## config.mk

```make
export PLATFORM = sky130hd
export DESIGN_NAME = memrw_split_flat
export DESIGN_NICKNAME = d
export VERILOG_FILES = /design/src/rtl/memrw_split_if.sv /design/src/rtl/memrw_split.sv /design/src/flat_wrapper.sv
export SDC_FILE = /design/constraint.sdc
export NUM_CORES = 1
export LEC_CHECK = 0
export CORE_MARGIN = 3
export CORE_UTILIZATION = 47
export CTS_BUF_LIST = sky130_fd_sc_hd__clkbuf_8
export DETAILED_ROUTE_END_ITERATION = 10
export PLACE_DENSITY_LB_ADDON = 0.2
export RECOVER_POWER = 100
export SKIP_CTS_REPAIR_TIMING = 1
export SLEW_MARGIN = 5
export SYNTH_ARGS = -nofsm -noshare
export SYNTH_HDL_FRONTEND = slang
export SYNTH_SLANG_ARGS = --single-unit
export TNS_END_PERCENT = 10
```

## constraint.sdc

```tcl
create_clock -name clk -period 14.6 [get_ports clk]
set_input_delay 2.19 -clock clk [delete_from_list [all_inputs] [get_ports clk]]
set_output_delay 2.19 -clock clk [all_outputs]
set_load 0.02 [all_outputs]
```

## src/rtl/memrw_split_if.sv

```systemverilog
// Request, data-memory and result signals of the memrw_split load/store stage.
// slave is the stage's view; master is the view of whoever drives it.
interface memrw_split_if #(
  parameter int NUM_HART       = 4,
  parameter int REG_WIDTH      = 32,
  parameter int MEM_ADDR_WIDTH = 32
);
  localparam int BYTES_PER_REG = REG_WIDTH / 8;

  logic                      in_valid;
  logic                      in_ready;
  logic [NUM_HART-1:0]       in_hart_sel;
  logic                      in_rd_en;
  logic                      in_wr_en;
  logic [MEM_ADDR_WIDTH-1:0] in_addr;
  logic [REG_WIDTH-1:0]      in_wr_data;
  logic [1:0]                in_size;
  logic                      in_sign_ext;

  logic [MEM_ADDR_WIDTH-1:0] dmem_addr;
  logic                      dmem_rd_en;
  logic                      dmem_wr_en;
  logic [REG_WIDTH-1:0]      dmem_wr_data;
  logic [BYTES_PER_REG-1:0]  dmem_wr_ben;
  logic                      dmem_rd_ack;
  logic [REG_WIDTH-1:0]      dmem_rd_data;
  logic                      dmem_wr_ack;

  logic                      out_valid;
  logic [NUM_HART-1:0]       out_hart_sel;
  logic [REG_WIDTH-1:0]      out_rd_data;
  logic                      out_fault;

  modport slave (
    input  in_valid, in_hart_sel, in_rd_en, in_wr_en, in_addr, in_wr_data, in_size, in_sign_ext,
           dmem_rd_ack, dmem_rd_data, dmem_wr_ack,
    output in_ready, dmem_addr, dmem_rd_en, dmem_wr_en, dmem_wr_data, dmem_wr_ben,
           out_valid, out_hart_sel, out_rd_data, out_fault
  );

  modport master (
    output in_valid, in_hart_sel, in_rd_en, in_wr_en, in_addr, in_wr_data, in_size, in_sign_ext,
           dmem_rd_ack, dmem_rd_data, dmem_wr_ack,
    input  in_ready, dmem_addr, dmem_rd_en, dmem_wr_en, dmem_wr_data, dmem_wr_ben,
           out_valid, out_hart_sel, out_rd_data, out_fault
  );
endinterface

```

## src/rtl/memrw_split.sv

```systemverilog
// Registered multi-cycle load/store stage: splits word-crossing accesses into two
// aligned beats, aligns/extends load data and turns bus timeouts into hart-tagged faults.
module memrw_split #(
  parameter int NUM_HART       = 4,
  parameter int REG_WIDTH      = 32,
  parameter int MEM_ADDR_WIDTH = 32,
  parameter int WAIT_LIMIT     = 255
) (
  input logic         clk,
  input logic         rst,
  memrw_split_if.slave bus
);
  localparam int BYTES_PER_REG = REG_WIDTH / 8;
  localparam int OFF_W         = $clog2(BYTES_PER_REG);
  localparam int CNT_W         = $clog2(WAIT_LIMIT + 1);

  typedef enum logic [1:0] {IDLE, BEAT0, BEAT1, DONE} state_t;

  state_t state, state_n;

  logic [NUM_HART-1:0]       hart_q, hart_n;
  logic                      rd_q, rd_n, wr_q, wr_n;
  logic                      sext_q, sext_n, split_q, split_n;
  logic [1:0]                size_q, size_n;
  logic [OFF_W-1:0]          off_q, off_n;
  logic [REG_WIDTH-1:0]      lo_q, lo_n;
  logic [REG_WIDTH-1:0]      wdata_hi_q, wdata_hi_n;
  logic [BYTES_PER_REG-1:0]  ben_hi_q, ben_hi_n;
  logic [CNT_W-1:0]          cnt_q, cnt_n;

  logic [MEM_ADDR_WIDTH-1:0] dmem_addr_q, dmem_addr_n;
  logic                      dmem_rd_en_q, dmem_rd_en_n;
  logic                      dmem_wr_en_q, dmem_wr_en_n;
  logic [REG_WIDTH-1:0]      dmem_wr_data_q, dmem_wr_data_n;
  logic [BYTES_PER_REG-1:0]  dmem_wr_ben_q, dmem_wr_ben_n;
  logic                      out_valid_q, out_valid_n;
  logic [NUM_HART-1:0]       out_hart_q, out_hart_n;
  logic [REG_WIDTH-1:0]      out_data_q, out_data_n;
  logic                      out_fault_q, out_fault_n;

  logic                       accept, beat_ack, in_split, in_illegal;
  logic [OFF_W-1:0]           in_off;
  logic [2*BYTES_PER_REG-1:0] in_ben_wide;
  logic [2*REG_WIDTH-1:0]     in_data_wide;
  logic [REG_WIDTH-1:0]       lo_v, hi_v, ld_shift, ld_mask, ld_result;
  logic                       ld_sign;

  assign accept   = bus.in_valid && (state == IDLE);
  assign beat_ack = (rd_q && bus.dmem_rd_ack) || (wr_q && bus.dmem_wr_ack);

  // Both beats' lanes come from one double-width shift; the upper half is beat 1.
  assign in_off       = bus.in_addr[OFF_W-1:0];
  assign in_split     = (32'(in_off) + (32'd1 << bus.in_size)) > 32'(BYTES_PER_REG);
  assign in_illegal   = (bus.in_rd_en && bus.in_wr_en) || ((32'd8 << bus.in_size) > 32'(REG_WIDTH));
  assign in_ben_wide  = (2*BYTES_PER_REG)'((1 << (1 << bus.in_size)) - 1) << in_off;
  assign in_data_wide = {{REG_WIDTH{1'b0}}, bus.in_wr_data} << {in_off, 3'b000};

  // The final beat's read word is used directly so the result is ready on the ack edge.
  assign lo_v      = (state == BEAT0) ? bus.dmem_rd_data : lo_q;
  assign hi_v      = (state == BEAT1) ? bus.dmem_rd_data : '0;
  assign ld_shift  = REG_WIDTH'({hi_v, lo_v} >> {off_q, 3'b000});
  assign ld_mask   = {REG_WIDTH{1'b1}} >> (32'(REG_WIDTH) - (32'd8 << size_q));
  assign ld_sign   = sext_q && |(ld_shift & (ld_mask ^ (ld_mask >> 1)));
  assign ld_result = ld_sign ? (ld_shift | ~ld_mask) : (ld_shift & ld_mask);

  always_ff @(posedge clk or posedge rst) begin
    if (rst) begin
      state          <= IDLE;
      hart_q         <= '0;
      rd_q           <= 1'b0;
      wr_q           <= 1'b0;
      sext_q         <= 1'b0;
      split_q        <= 1'b0;
      size_q         <= '0;
      off_q          <= '0;
      lo_q           <= '0;
      wdata_hi_q     <= '0;
      ben_hi_q       <= '0;
      cnt_q          <= '0;
      dmem_addr_q    <= '0;
      dmem_rd_en_q   <= 1'b0;
      dmem_wr_en_q   <= 1'b0;
      dmem_wr_data_q <= '0;
      dmem_wr_ben_q  <= '0;
      out_valid_q    <= 1'b0;
      out_hart_q     <= '0;
      out_data_q     <= '0;
      out_fault_q    <= 1'b0;
    end else begin
      state          <= state_n;
      hart_q         <= hart_n;
      rd_q           <= rd_n;
      wr_q           <= wr_n;
      sext_q         <= sext_n;
      split_q        <= split_n;
      size_q         <= size_n;
      off_q          <= off_n;
      lo_q           <= lo_n;
      wdata_hi_q     <= wdata_hi_n;
      ben_hi_q       <= ben_hi_n;
      cnt_q          <= cnt_n;
      dmem_addr_q    <= dmem_addr_n;
      dmem_rd_en_q   <= dmem_rd_en_n;
      dmem_wr_en_q   <= dmem_wr_en_n;
      dmem_wr_data_q <= dmem_wr_data_n;
      dmem_wr_ben_q  <= dmem_wr_ben_n;
      out_valid_q    <= out_valid_n;
      out_hart_q     <= out_hart_n;
      out_data_q     <= out_data_n;
      out_fault_q    <= out_fault_n;
    end
  end

  always_comb begin
    state_n        = state;
    hart_n         = hart_q;
    rd_n           = rd_q;
    wr_n           = wr_q;
    sext_n         = sext_q;
    split_n        = split_q;
    size_n         = size_q;
    off_n          = off_q;
    lo_n           = lo_q;
    wdata_hi_n     = wdata_hi_q;
    ben_hi_n       = ben_hi_q;
    cnt_n          = cnt_q;
    dmem_addr_n    = dmem_addr_q;
    dmem_rd_en_n   = dmem_rd_en_q;
    dmem_wr_en_n   = dmem_wr_en_q;
    dmem_wr_data_n = dmem_wr_data_q;
    dmem_wr_ben_n  = dmem_wr_ben_q;
    out_valid_n    = 1'b0;
    out_hart_n     = out_hart_q;
    out_data_n     = out_data_q;
    out_fault_n    = out_fault_q;

    case (state)
      IDLE: begin
        if (accept) begin
          hart_n      = bus.in_hart_sel;
          rd_n        = bus.in_rd_en;
          wr_n        = bus.in_wr_en;
          sext_n      = bus.in_sign_ext;
          size_n      = bus.in_size;
          off_n       = in_off;
          split_n     = in_split;
          wdata_hi_n  = in_data_wide[2*REG_WIDTH-1:REG_WIDTH];
          ben_hi_n    = in_ben_wide[2*BYTES_PER_REG-1:BYTES_PER_REG];
          out_hart_n  = bus.in_hart_sel;
          out_data_n  = '0;
          out_fault_n = 1'b0;
          if (in_illegal) begin
            state_n     = DONE;
            out_valid_n = 1'b1;
            out_fault_n = 1'b1;
          end else if (!bus.in_rd_en && !bus.in_wr_en) begin
            state_n     = DONE;
            out_valid_n = 1'b1;
          end else begin
            state_n        = BEAT0;
            cnt_n          = '0;
            dmem_addr_n    = {bus.in_addr[MEM_ADDR_WIDTH-1:OFF_W], {OFF_W{1'b0}}};
            dmem_rd_en_n   = bus.in_rd_en;
            dmem_wr_en_n   = bus.in_wr_en;
            dmem_wr_data_n = in_data_wide[REG_WIDTH-1:0];
            dmem_wr_ben_n  = in_ben_wide[BYTES_PER_REG-1:0];
          end
        end
      end

      BEAT0, BEAT1: begin
        // A matching ack beats the timeout even on the limit cycle.
        if (beat_ack) begin
          if (state == BEAT0) begin
            lo_n = bus.dmem_rd_data;
          end
          if (state == BEAT0 && split_q) begin
            state_n        = BEAT1;
            cnt_n          = '0;
            dmem_addr_n    = dmem_addr_q + MEM_ADDR_WIDTH'(BYTES_PER_REG);
            dmem_wr_data_n = wdata_hi_q;
            dmem_wr_ben_n  = ben_hi_q;
          end else begin
            state_n        = DONE;
            out_valid_n    = 1'b1;
            out_data_n     = rd_q ? ld_result : '0;
            out_fault_n    = 1'b0;
            dmem_addr_n    = '0;
            dmem_rd_en_n   = 1'b0;
            dmem_wr_en_n   = 1'b0;
            dmem_wr_data_n = '0;
            dmem_wr_ben_n  = '0;
          end
        end else if (cnt_q == CNT_W'(WAIT_LIMIT - 1)) begin
          state_n        = DONE;
          out_valid_n    = 1'b1;
          out_data_n     = '0;
          out_fault_n    = 1'b1;
          dmem_addr_n    = '0;
          dmem_rd_en_n   = 1'b0;
          dmem_wr_en_n   = 1'b0;
          dmem_wr_data_n = '0;
          dmem_wr_ben_n  = '0;
        end else begin
          cnt_n = cnt_q + 1'b1;
        end
      end

      DONE: begin
        state_n = IDLE;
      end

      default: begin
        state_n = IDLE;
      end
    endcase
  end

  assign bus.in_ready     = (state == IDLE);
  assign bus.dmem_addr    = dmem_addr_q;
  assign bus.dmem_rd_en   = dmem_rd_en_q;
  assign bus.dmem_wr_en   = dmem_wr_en_q;
  assign bus.dmem_wr_data = dmem_wr_data_q;
  assign bus.dmem_wr_ben  = dmem_wr_ben_q;
  assign bus.out_valid    = out_valid_q;
  assign bus.out_hart_sel = out_hart_q;
  assign bus.out_rd_data  = out_data_q;
  assign bus.out_fault    = out_fault_q;
endmodule

```

## src/flat_wrapper.sv

```systemverilog
// flat-port wrapper written by rule: the top's interface ports become plain ports
module memrw_split_flat 
#(
  parameter int NUM_HART       = 4,
  parameter int REG_WIDTH      = 32,
  parameter int MEM_ADDR_WIDTH = 32,
  parameter int WAIT_LIMIT     = 255
)
  (clk, rst, bus_in_valid, bus_in_hart_sel, bus_in_rd_en, bus_in_wr_en, bus_in_addr, bus_in_wr_data, bus_in_size, bus_in_sign_ext, bus_dmem_rd_ack, bus_dmem_rd_data, bus_dmem_wr_ack, bus_in_ready, bus_dmem_addr, bus_dmem_rd_en, bus_dmem_wr_en, bus_dmem_wr_data, bus_dmem_wr_ben, bus_out_valid, bus_out_hart_sel, bus_out_rd_data, bus_out_fault);
  memrw_split_if #(.NUM_HART(NUM_HART), .REG_WIDTH(REG_WIDTH), .MEM_ADDR_WIDTH(MEM_ADDR_WIDTH)) bus_i ();
  input logic clk;
  input logic rst;
  input wire logic [$bits(bus_i.in_valid)-1:0] bus_in_valid;
  input wire logic [$bits(bus_i.in_hart_sel)-1:0] bus_in_hart_sel;
  input wire logic [$bits(bus_i.in_rd_en)-1:0] bus_in_rd_en;
  input wire logic [$bits(bus_i.in_wr_en)-1:0] bus_in_wr_en;
  input wire logic [$bits(bus_i.in_addr)-1:0] bus_in_addr;
  input wire logic [$bits(bus_i.in_wr_data)-1:0] bus_in_wr_data;
  input wire logic [$bits(bus_i.in_size)-1:0] bus_in_size;
  input wire logic [$bits(bus_i.in_sign_ext)-1:0] bus_in_sign_ext;
  input wire logic [$bits(bus_i.dmem_rd_ack)-1:0] bus_dmem_rd_ack;
  input wire logic [$bits(bus_i.dmem_rd_data)-1:0] bus_dmem_rd_data;
  input wire logic [$bits(bus_i.dmem_wr_ack)-1:0] bus_dmem_wr_ack;
  output wire logic [$bits(bus_i.in_ready)-1:0] bus_in_ready;
  output wire logic [$bits(bus_i.dmem_addr)-1:0] bus_dmem_addr;
  output wire logic [$bits(bus_i.dmem_rd_en)-1:0] bus_dmem_rd_en;
  output wire logic [$bits(bus_i.dmem_wr_en)-1:0] bus_dmem_wr_en;
  output wire logic [$bits(bus_i.dmem_wr_data)-1:0] bus_dmem_wr_data;
  output wire logic [$bits(bus_i.dmem_wr_ben)-1:0] bus_dmem_wr_ben;
  output wire logic [$bits(bus_i.out_valid)-1:0] bus_out_valid;
  output wire logic [$bits(bus_i.out_hart_sel)-1:0] bus_out_hart_sel;
  output wire logic [$bits(bus_i.out_rd_data)-1:0] bus_out_rd_data;
  output wire logic [$bits(bus_i.out_fault)-1:0] bus_out_fault;
  assign bus_i.in_valid = bus_in_valid;
  assign bus_i.in_hart_sel = bus_in_hart_sel;
  assign bus_i.in_rd_en = bus_in_rd_en;
  assign bus_i.in_wr_en = bus_in_wr_en;
  assign bus_i.in_addr = bus_in_addr;
  assign bus_i.in_wr_data = bus_in_wr_data;
  assign bus_i.in_size = bus_in_size;
  assign bus_i.in_sign_ext = bus_in_sign_ext;
  assign bus_i.dmem_rd_ack = bus_dmem_rd_ack;
  assign bus_i.dmem_rd_data = bus_dmem_rd_data;
  assign bus_i.dmem_wr_ack = bus_dmem_wr_ack;
  assign bus_in_ready = bus_i.in_ready;
  assign bus_dmem_addr = bus_i.dmem_addr;
  assign bus_dmem_rd_en = bus_i.dmem_rd_en;
  assign bus_dmem_wr_en = bus_i.dmem_wr_en;
  assign bus_dmem_wr_data = bus_i.dmem_wr_data;
  assign bus_dmem_wr_ben = bus_i.dmem_wr_ben;
  assign bus_out_valid = bus_i.out_valid;
  assign bus_out_hart_sel = bus_i.out_hart_sel;
  assign bus_out_rd_data = bus_i.out_rd_data;
  assign bus_out_fault = bus_i.out_fault;
  memrw_split #(.NUM_HART(NUM_HART), .REG_WIDTH(REG_WIDTH), .MEM_ADDR_WIDTH(MEM_ADDR_WIDTH), .WAIT_LIMIT(WAIT_LIMIT)) u_core (.clk(clk), .rst(rst), .bus(bus_i));
endmodule
```

# Yosys cells after proc, flatten, opt, wreduce, memory -nomap -nowiden
# Cells that the tools add are included.
# word_totals
reg_bits	194
wordCells	138
input_bits	110
# classes
bitwise_logic	5
n_eq_ne	11
mux	65
shift	8
order_cmp	2
n_reduce_logical	22
addsub	5
# op_table
cell	n
$mux W32	18
$pmux W32 S2	3
$and A32 B32 Y32	2
$shl A32 B5 Y64	1
$shl A4 B2 Y32 const A	2
$shr A64 B5 Y32	1
$mux W8	6
$add A2 B32 Y32	1
$add A32 B3 Y32 const B	1
$gt A32 B3 Y1 const B	1
$gt A32 B6 Y1 const B	1
$not A32 Y32	1
$or A32 B32 Y32	1
$reduce_or A32 Y1	1
$shl A1 B2 Y32 const A	1
$shl A1 B32 Y8 const A	1
$shr A32 B32 Y32 const A	1
$sub A6 B32 Y32 const A	1
$xor A32 B31 Y32	1
$mux W4	6
$mux W1	20
$pmux W8 S2	1
$reduce_and A6 Y1	2
$mux W2	5
23 further kinds	39

# Longest topological paths before layout
# depth
ltp_word	12
ltp_mapped	10
depth_no_buf	9

# Least setup slack after synthesis
# Ideal clock, no wire load.
# synth_timing
kind	input to register
startpoint	input port bus_dmem_rd_data[15]
endpoint	register u_core.out_data_q[16], in the netlist u_core.bus.out_rd_data[16]
cell_stages	7
path_buffers	2
arrival_time_ns	3.641
slack_ns	10.821
cell_sequence	mux2_4 mux4_2 a32oi_4 or4_1 buf_6 buf_8 o211ai_1
# synth_between
elab_chain_cells	10
elab_cells_between_ends	11
# synth_lines
item	line	text
start, declared	flat_wrapper.sv:22	input wire logic [$bits(bus_i.dmem_rd_data)-1:0] bus_dmem_rd_data;
$mux W32 (on tied branches)	memrw_split.sv:59, memrw_split.sv:60	
$shr A64 B5 Y32 *	memrw_split.sv:61	assign ld_shift = REG_WIDTH'({hi_v, lo_v} >> {off_q, 3'b000});
$and A32 B32 Y32 *	memrw_split.sv:63	assign ld_sign = sext_q && |(ld_shift & (ld_mask ^ (ld_mask >> 1)));
$reduce_or A32 Y1 *	memrw_split.sv:63	
$logic_and A1 B1 Y1 *	memrw_split.sv:63	
$mux W32 *	memrw_split.sv:64	assign ld_result = ld_sign ? (ld_shift | ~ld_mask) : (ld_shift & ld_mask);
$mux W32 *	memrw_split.sv:186	out_data_n = rd_q ? ld_result : '0;
$mux W32 *	memrw_split.sv:177	if (state == BEAT0 && split_q) begin
$mux W32 *	memrw_split.sv:173	if (beat_ack) begin
$pmux W32 S2 *	memrw_split.sv:137	case (state)
end signal, assigned	memrw_split.sv:109	out_data_q <= out_data_n;
end, declared	memrw_split.sv:38	logic [REG_WIDTH-1:0] out_data_q, out_data_n;
# Every way passes the cells marked *; elsewhere a longest branch is shown, timed or not. The select of a mux whose other input is x is not followed.
# A chain may end at the register's enable or synchronous reset.

# Worst setup path after layout
# layout_timing
startpoint	input port bus_in_size[0]
endpoint	register u_core.dmem_wr_data_q[31], in the netlist u_core.bus.dmem_wr_data[31]
# layout_between
elab_chain_cells	5
# layout_lines
item	line	text
start, declared	flat_wrapper.sv:19	input wire logic [$bits(bus_i.in_size)-1:0] bus_in_size;
$shl A4 B2 Y32	memrw_split.sv:54	assign in_illegal = (bus.in_rd_en && bus.in_wr_en) || ((32'd8 << bus.in_size) > 32'(REG_WIDTH));
$gt A32 B6 Y1	memrw_split.sv:54	
$logic_or A1 B1 Y1	memrw_split.sv:54	
$ne A2 B2 Y1 (no line)	--	
$reduce_and A5 Y1 (no line)	--	
end signal, assigned	memrw_split.sv:105	dmem_wr_data_q <= dmem_wr_data_n;
end, declared	memrw_split.sv:34	logic [REG_WIDTH-1:0] dmem_wr_data_q, dmem_wr_data_n;
# No other way between the ends.

==> results by group <==
Status
  – Status: finished with violations
  – Failing checks: max-capacitance violations, max-slew violations

STA
  – Max_slew headroom: -2.44
  – Min Tclk post-route: 8.70 ns
  – Clock skew: 0.0186 ns
  – Worst-Margin Slew: 5.14 ns
  – Final setup fails: 0
  – RSZ-0062 raised after global routing: no
  – F_max: 115 MHz
  – Hold Fails Final Rpt: 0
  – Slew Viols, Final: 346
  – Final Cycle Share: 0.596
  – Hold slack: 0.479 ns
  – Setup TNS: 0 ns

Drt
  – Antenna viol nets, final: 0
  – Via count: 9400
  – Total wire length: 31000 um
  – Post-detailed-route wirelength per cell: 19.8 um
  – Drt via density: 6.03
  – DR pass1 iterations: 6
  – DR iter-0 viols: 702
  – DRC violation count after routing: 0

Synth
  – Yosys Warn Count: 0
  – Synth Flop Type: dfrtp_1
  – Post-Syn Instances: 1101
  – Sequential area share after synthesis: 0.434
  – Ys async rst share: 1.00
  – Mapped Area: 10600 sq um
  – Top post-synthesis cells by area: dfrtp_1, mux2_2, o21ai_0, nand2_1, mux2i_1
  – Post-synth EDFFs: 0
  – Avg Cell Area, Syn: 9.64 sq um
  – Post-synthesis cell type count: 68
  – Synth cell count leaders: dfrtp_1, nand2_1, o21ai_0
  – Most frequent cell after synthesis: dfrtp_1
  – Synth area leader: dfrtp_1
  – Synth top area share: 0.434
  – FF+latch count, synth: 184

Finish
  – Finished Layout Cells: 1560
  – Net count, final: 1391
  – FILL cells: 1891
  – Syn-to-layout area delta: 25.2%
  – Proportion of layout cells with a drive suffix above 1: 0.107
  – Design area: 13300 sq um

Clock network
  – Clock Pin Slew Worst Setup and Hold Paths: 0.09 ns
  – CTS root buf: clkbuf_8
  – TritonCTS clock tree: built
  – Worst-Skew Late Latency: 0.47 ns
  – Num CTS Buffers: 17
  – CTS Buffer Depth: 2
  – Max H-tree Level: 4
  – CTS sink cnt: 184

GRT
  – Pin count of the biggest net entering global routing: 114
  – Gr ovfl total: 0
  – Global-route wire length before repair: 49400 um
  – GRT Total Usage: 0.251
  – Initial antenna violation count: 1
  – Via count of the first global-routing pass: 9238

Pwr
  – PwrDens: 200 nW/um^2
  – VDD IR-drop max: 0.125 mV
  – Leak pwr: 5.84 nW
  – Total power: 2.66 mW

Setup path
  – Reg-to-reg endpoint: u_core.bus.dmem_wr_data[31]$_DFFE_PP0P_
  – R2r startpoint: u_core.state[1]$_DFFE_PP0N_
  – WP data required: 14.95 ns
  – Type of destination of the critical path: register
  – Register-to-register setup slack: 7.45 ns
  – Maximum fanout along the worst path: 65
  – Reg2reg path depth: 8
  – Critical path class: in -> reg
  – Arr. time, crit path: 9.06 ns
  – Crit path launch type: input port

Min path
  – Hold EP: u_core.bus.dmem_wr_ben[2]$_DFFE_PP0P_
  – Hold path depth: 2
  – Hold Path Class: reg -> reg
  – Min-delay src: u_core.bus.dmem_wr_ben[2]$_DFFE_PP0P_

Place
  – DP Area: 12900 sq um
  – Port bufs: 216
  – GPL Wtd Cong: 0.877
  – Dpl cells: 1527
  – DP Wirelength: 20800 um

Flow run
  – Max Cap Viol: 7

Floorplanning
  – Core footprint: 22000 sq um
  – # IOs: 219
  – Initial Util: 0.482
  – Die area: 24400 sq um
  – Row Count: 54
  – Width of the die: 156 um
  – Die H: 156 um
## worst max path at each step
stage / start / end / cells after the start
4_1_cts: bus_in_size[0] / u_core.bus.dmem_wr_data[24]$_DFFE_PP0P_ / 7
3_5_place_dp: bus_in_size[0] / u_core.bus.dmem_wr_data[26]$_DFFE_PP0P_ / 7
2_1_floorplan: rst / u_core.ben_hi_q[0]$_DFFE_PP0P_ / 1
3_3_place_gp: bus_in_size[0] / u_core.bus.dmem_wr_data[24]$_DFFE_PP0P_ / 7
6_report: bus_in_size[0] / u_core.bus.dmem_wr_data[31]$_DFFE_PP0P_ / 7
5_1_grt: bus_in_size[0] / u_core.bus.dmem_addr[3]$_DFFE_PP0P_ / 7
## kinds of logic after synthesis
logic type	share of synthesized area
AOI/OAI and AO/OA	0.210
xor gates and xnor gates	0.000826
adders and majority gates	0.0184
buffers and inverters	0.0460
DFF	0.434
muxes	0.156
other	0.000353
and+or+nand+nor	0.134
## cells in the final DEF, fill, tap and decap left out, drive strengths merged, types with 10 or more instances in the layout
| cell | n |
|---|---|
| dfrtp | 184 |
| nand2 | 152 |
| o21ai | 121 |
| dlygate4sd3 | 111 |
| clkdlybuf4s50 | 104 |
| mux2 | 71 |
| nor2 | 64 |
| a21oi | 56 |
| mux2i | 51 |
| inv | 35 |
| nand3 | 33 |
| a22oi | 30 |
| clkbuf | 23 |
| o211ai | 20 |
| a221o | 16 |
| and2 | 16 |
| mux4 | 15 |
| nand4 | 14 |
| ha | 14 |
| a22o | 12 |
| a211oi | 10 |
## flip-flops by register name, summed over array words and instances, names as in the netlist
| register | cells |
|---|---|
| u_core.bus.dmem_rd_en | 1 |
| u_core.bus.out_fault | 1 |
| u_core.wr_q | 1 |
| u_core.state | 2 |
| u_core.size_q | 2 |
| u_core.off_q | 2 |
| u_core.bus.out_rd_data | 32 |
| u_core.rd_q | 1 |
| u_core.wdata_hi_q | 24 |
| u_core.lo_q | 32 |
| u_core.bus.out_hart_sel | 4 |
| u_core.bus.dmem_wr_ben | 4 |
| u_core.bus.dmem_wr_en | 1 |
| u_core.bus.dmem_wr_data | 32 |
| u_core.ben_hi_q | 4 |
| u_core.sext_q | 1 |
| u_core.bus.out_valid | 1 |
| u_core.cnt_q | 8 |
| u_core.bus.dmem_addr | 30 |
| u_core.split_q | 1 |
## worst max-delay path, cell delays in order
cell	delay (ns)
dlygate4sd3_1	0.70
and3_1	0.22
a2111oi_0	2.30
nand2_1	1.71
clkbuf_1	1.16
and2_0	0.52
a41o_1	0.20
## per-stage QoR
stage                      util  setup WS (ns)
final                     0.603           5.90
after global routing      0.603           5.36
after CTS                 0.606           9.81
after detailed placement  0.584           9.31
after global placement    0.584           9.41
after floorplan               -           7.41
## cell type report
type / count / area (sq um) / share of cell area
Multi-Input combinational cell: 803 / 5500 / 0.414
Sequential cell: 184 / 4610 / 0.347
Timing Repair Buffer: 229 / 2230 / 0.168
Tap cell: 280 / 350 / 0.0264
Clock inverter: 15 / 239 / 0.0180
Clock buffer: 17 / 234 / 0.0176
Inverter: 31 / 118 / 0.00885
Antenna cell: 1 / 2.50 / 0.000188
## power breakdown
group / switching [mW] / internal (mW)
clock: 0.204 / 0.209
sequential: 0.153 / 0.710
combinational: 0.811 / 0.575
total: 1.17 / 1.49
## metal layers
layer  GRT usage  up-vias  part of all wire
met5           0        -                 0
met4      0.0534        0             0.010
met3      0.0523       25             0.069
met2       0.399      354              0.48
met1       0.359     4651              0.44
li1            -     4370                 -
No activity file was read; power rests on OpenSTA's default activity.
